<file path="src/rtl/piso_shift_reg.sv">
// piso_shift_reg: parallel-in, serial-out shift register with a valid/ready
// load handshake. A word accepted at one edge is transmitted one bit per
// cycle starting on the next cycle; a new word may be accepted during the
// final frame bit so that frames run back-to-back with no gap.
// Build option: define PISO_PARITY_EN to append an even-parity bit (XOR of
// the captured word) after the data bits; done and the early load_ready then
// move to that parity cycle.
module piso_shift_reg #(
  parameter int WIDTH     = 4,
  parameter bit MSB_FIRST = 1'b1
) (
  input  logic             clk,
  input  logic             rst,
  input  logic [WIDTH-1:0] din,
  input  logic             load_valid,
  output logic             load_ready,
  output logic             dout,
  output logic             dout_valid,
  output logic             busy,
  output logic             done
);

  localparam int CNT_W = (WIDTH > 1) ? $clog2(WIDTH) : 1;
  localparam logic [CNT_W-1:0] CNT_LAST = CNT_W'(WIDTH - 1);
`ifndef PISO_PARITY_EN
  localparam logic [CNT_W-1:0] CNT_PENULT = CNT_W'(WIDTH - 2);
`endif

`ifdef PISO_PARITY_EN
  typedef enum logic [1:0] {
    ST_IDLE  = 2'd0,
    ST_SHIFT = 2'd1,
    ST_PAR   = 2'd2
  } state_t;
`else
  typedef enum logic {
    ST_IDLE  = 1'b0,
    ST_SHIFT = 1'b1
  } state_t;
`endif

  // Bit that leaves the word first, according to the shift direction.
  function automatic logic head_bit(input logic [WIDTH-1:0] w);
    return MSB_FIRST ? w[WIDTH-1] : w[0];
  endfunction

  // Word with its outgoing bit removed, ready to present the next one.
  function automatic logic [WIDTH-1:0] advance(input logic [WIDTH-1:0] w);
    return MSB_FIRST ? (w << 1) : (w >> 1);
  endfunction

  state_t           state_q, state_d;
  logic [WIDTH-1:0] sreg_q, sreg_d;
  logic [CNT_W-1:0] cnt_q, cnt_d;
  logic             dout_q, dout_d;
  logic             vld_q, vld_d;
  logic             busy_q, busy_d;
  logic             done_q, done_d;
`ifdef PISO_PARITY_EN
  logic             parity_q, parity_d;
`endif
  logic             accept;
  logic             finish;

  // Ready in IDLE and during the final frame bit (done_q marks that cycle).
  assign load_ready = rst && ((state_q == ST_IDLE) || done_q);
  assign accept     = load_valid && load_ready;

  assign dout       = dout_q;
  assign dout_valid = vld_q;
  assign busy       = busy_q;
  assign done       = done_q;

  // Next-state logic: advance the frame, then let an accepted load override.
  always_comb begin
    state_d  = state_q;
    sreg_d   = sreg_q;
    cnt_d    = cnt_q;
    dout_d   = dout_q;
    vld_d    = vld_q;
    busy_d   = busy_q;
    done_d   = 1'b0;
`ifdef PISO_PARITY_EN
    parity_d = parity_q;
`endif
    finish   = 1'b0;

    case (state_q)
      ST_IDLE: begin
        dout_d = 1'b0;
        vld_d  = 1'b0;
        busy_d = 1'b0;
      end
      ST_SHIFT: begin
        if (cnt_q == CNT_LAST) begin
`ifdef PISO_PARITY_EN
          state_d = ST_PAR;
          cnt_d   = '0;
          dout_d  = parity_q;
          done_d  = 1'b1;
`else
          finish  = 1'b1;
`endif
        end else begin
          cnt_d  = cnt_q + CNT_W'(1);
          dout_d = head_bit(sreg_q);
          sreg_d = advance(sreg_q);
`ifndef PISO_PARITY_EN
          done_d = (cnt_q == CNT_PENULT);
`endif
        end
      end
`ifdef PISO_PARITY_EN
      ST_PAR: begin
        finish = 1'b1;
      end
`endif
      default: begin
        finish = 1'b1;
      end
    endcase

    if (finish) begin
      state_d = ST_IDLE;
      sreg_d  = '0;
      cnt_d   = '0;
      dout_d  = 1'b0;
      vld_d   = 1'b0;
      busy_d  = 1'b0;
      done_d  = 1'b0;
    end

    // The first bit goes straight to dout; the rest wait in the shift register.
    if (accept) begin
      state_d  = ST_SHIFT;
      sreg_d   = advance(din);
      cnt_d    = '0;
      dout_d   = head_bit(din);
      vld_d    = 1'b1;
      busy_d   = 1'b1;
      done_d   = 1'b0;
`ifdef PISO_PARITY_EN
      parity_d = ^din;
`endif
    end
  end

  // State and output registers with synchronous active-low reset.
  always_ff @(posedge clk) begin
    if (!rst) begin
      state_q  <= ST_IDLE;
      sreg_q   <= '0;
      cnt_q    <= '0;
      dout_q   <= 1'b0;
      vld_q    <= 1'b0;
      busy_q   <= 1'b0;
      done_q   <= 1'b0;
`ifdef PISO_PARITY_EN
      parity_q <= 1'b0;
`endif
    end else begin
      state_q  <= state_d;
      sreg_q   <= sreg_d;
      cnt_q    <= cnt_d;
      dout_q   <= dout_d;
      vld_q    <= vld_d;
      busy_q   <= busy_d;
      done_q   <= done_d;
`ifdef PISO_PARITY_EN
      parity_q <= parity_d;
`endif
    end
  end

endmodule

</file>
<file path="config.mk">
export PLATFORM = sky130hd
export DESIGN_NAME = piso_shift_reg
export DESIGN_NICKNAME = d
export VERILOG_FILES = /design/src/rtl/piso_shift_reg.sv
export SDC_FILE = /design/constraint.sdc
export NUM_CORES = 1
export LEC_CHECK = 0
export CAP_MARGIN = 30
export CORE_AREA = 2 2 39 41
export CTS_CLUSTER_DIAMETER = 100
export DETAILED_ROUTE_END_ITERATION = 6
export DIE_AREA = 0 0 41 43
export DONT_BUFFER_PORTS = 1
export PLACE_DENSITY = 0.54
export SYNTH_ARGS = -nofsm -noshare
export SYNTH_HDL_FRONTEND = slang
export SYNTH_SLANG_ARGS = --single-unit
</file>
<file path="constraint.sdc">
create_clock -name clk -period 1.5 [get_ports clk]
set_input_delay 0.225 -clock clk [delete_from_list [all_inputs] [get_ports clk]]
set_output_delay 0.225 -clock clk [all_outputs]
set_load 0.05 [all_outputs]
</file>
==> reports/qor.yml <==
ant_nets: 0
syn-num-nets: 55
clockBufferDepth: 2
hold_viol: 0
criticalPathCategory: "reg2out"
power_density_nw_per_um2: 1100
crit-reg2reg-capture: "cnt_q[1]"
startpoint_type: "flip-flop"
start_util: 0.315
synthTopCellsByArea: "dfxtp_1 41%, mux2i_1 6.9%, ha_1 5.7%"
grt_antenna_before_repair: 0
ys_seq_area_frac: 0.414
rows: 14
worstPathArrival_ps: 1120
syn_area_per_cell_um2: 9.47
r2r_start: "cnt_q[0]"
maxCapViolCount: 0
grt.total_usage: 0.104
multi_input_area_um2: 221
wl_per_cell_um: 11.5
die_w_um: 41
grt_pass1_vias: 307
min_to: "sreg_q[3]"
drt-pass1-iter-count: 4
p_sw_frac: 0.287
min_period_over_period: 0.894
synth-simple-area-share: 0.239
synth_xor_xnor_area_share: 0
synth_top_area_share: 0.414
drive_gt1_frac: 0.220
gp_congestion: 0.747
place_hpwl_um: 561
htree_levels: 1
io_pins: 12
synth_area_um2: 435
synth_top_family_by_area: "simple AND/OR/NAND/NOR gates"
finalSetupTns_ps: 0
grt_pass1_wl_um: 1210
drc: 0
yosysUniqueCellTypes: 22
p_int_mw: 0.392
clkLatencyLatePin_ps: 260
rsz0062_at_grt: "no"
cts_root_buf: "clkbuf_4"
fin_nets: 60
cts_tree: "built"
portBuffers: 0
wirelength_um: 758
skew_ps: 5.34
muxShareOfSynthArea: 0.0948
hold_class: "in2reg"
r2r_slack_ps: 270
fill_cells: 151
setup-violations-final: 0
yosys_warnings: 0
synth-compound-area-share: 0.118
grt_max_degree: 12
fmax_ghz: 0.745
drv_slew: 0
vias: 336
leakagePower_nw: 0.229
cts-buffers-inserted: 3
syn_inst: 46
vdd_ir_drop_max_mv: 0.359
register_area_um2: 183
cp-end-kind: "output pin"
pwr-share-clk: 0.343
relSlewSlack: 0.685
r2r_cells: 5
core_area_um2: 1380
cp_max_fo: 8
synth-seq-cells: 9
status: "finished clean"
syn2layout_area_growth_pct: 14.4
drtIter0Drc: 8
cts_setup_buffers: 0
tightest_slew_ps: 472
synthAdderAreaFrac: 0.0575
yosysTopAreaCell: "dfxtp_1"
hold_slack_ps: 87.3
period_needed_ps: 1340
dieArea_um2: 1760
p_switching_mw: 0.158
whs_path_depth: 1
seqPwrFrac: 0.494
diodes: 0
die_h_um: 43
clkSlewWorstSetupHoldPaths_ps: 70
routed_via_density: 5.09
combPwrFrac: 0.163
required_ps: 1270
hold_start: "rst"
cts_sinks: 9
gr-total-overflow: 0
-- how the worst max path moves through the flow --
stage,depth (start not counted),slack (ps),start,end
after floorplan,2,170,done,load_ready
after global placement,5,300,cnt_q[0],cnt_q[1]
after detailed placement,5,290,cnt_q[0],cnt_q[1]
after CTS,3,60,state_q,load_ready
after global routing,3,110,state_q,load_ready
final,3,160,state_q,load_ready
-- routing by layer --
layer | vias to the layer above | global-route usage | part of all wire
met5 | - | 0 | 0
li1 | 167 | - | -
met4 | 0 | 0.0800 | 0.036
met1 | 154 | 0.104 | 0.43
met2 | 10 | 0.166 | 0.47
met3 | 5 | 0.0314 | 0.058
-- critical path, stage by stage, from the launching register on --
cell and delay (ps):
dfxtp_2 400, nand2b_1 110, and2_1 190, buf_12 150
-- final cells by class --
cell class / count / share of cell area
flip-flops and latches: 9 / 0.367
well taps: 16 / 0.0402
inverters: 3 / 0.0226
repair buffers: 3 / 0.0704
clock buffers: 3 / 0.0452
clock inverters: 1 / 0.0101
multi-input cells: 31 / 0.445
-- through the flow --
step           setup slack, ps  instance area, um2   util  instances  power (mW)
2_1_floorplan              165                 437      -         46       0.353
3_3_place_gp               296                 469  0.339         62       0.367
3_5_place_dp               285                 469  0.339         62       0.366
4_1_cts                   59.6                 497  0.359         66       0.558
5_1_grt                    109                 498  0.360         66       0.584
6_report                   158                 498  0.360         66       0.550
-- logic make-up after synthesis --
logic type,count (synthesis)
AOI/OAI and AO/OA,8
adders and majority gates,2
muxes,4
DFF,9
buffers and inverters,6
and+or+nand+nor,17
-- Yosys cell counts (all sizes together) --
cell type / number
nand2b: 1
mux2: 1
ha: 2
buf: 3
o21ai: 4
nand3: 4
a21oi: 2
nand3b: 1
a22o: 2
mux2i: 3
and2: 1
nand4bb: 1
nor2: 1
and4: 1
and3b: 1
inv: 3
nor2b: 1
and3: 1
and2b: 1
dfxtp: 9
nand2: 3
-- cells in the final DEF, fill, tap and decap left out, types with 2 or more instances in the layout --
| cell | count |
|---|---|
| mux2i_1 | 3 |
| a22o_1 | 2 |
| ha_1 | 2 |
| nand2_1 | 3 |
| dfxtp_2 | 2 |
| buf_4 | 2 |
| inv_1 | 3 |
| dfxtp_1 | 7 |
| o21ai_0 | 4 |
| clkbuf_4 | 3 |
| nand3_1 | 4 |
-- timing repair --
item                                    CTS  global route
endpoints found under the setup margin    0             1
gates resized for setup                   0             1
hold buffers                              0             0
-- flip-flops by register name, indices dropped and copies added (netlist names) --
name / flops
cnt_q: 2
sreg_q: 3
state_q: 1
done: 1
dout: 1
busy: 1
-- power by group through the flow --
stage	Combinational, mW	Clock (mW)	Sequential [mW]
global route	0.0984	0.211	0.274
detailed placement	0.0897	0	0.277
finish	0.0898	0.188	0.272
CTS	0.0910	0.196	0.271
floorplan	0.0706	0	0.282
global placement	0.0900	0	0.277
Power figures use the tool's default switching activity.
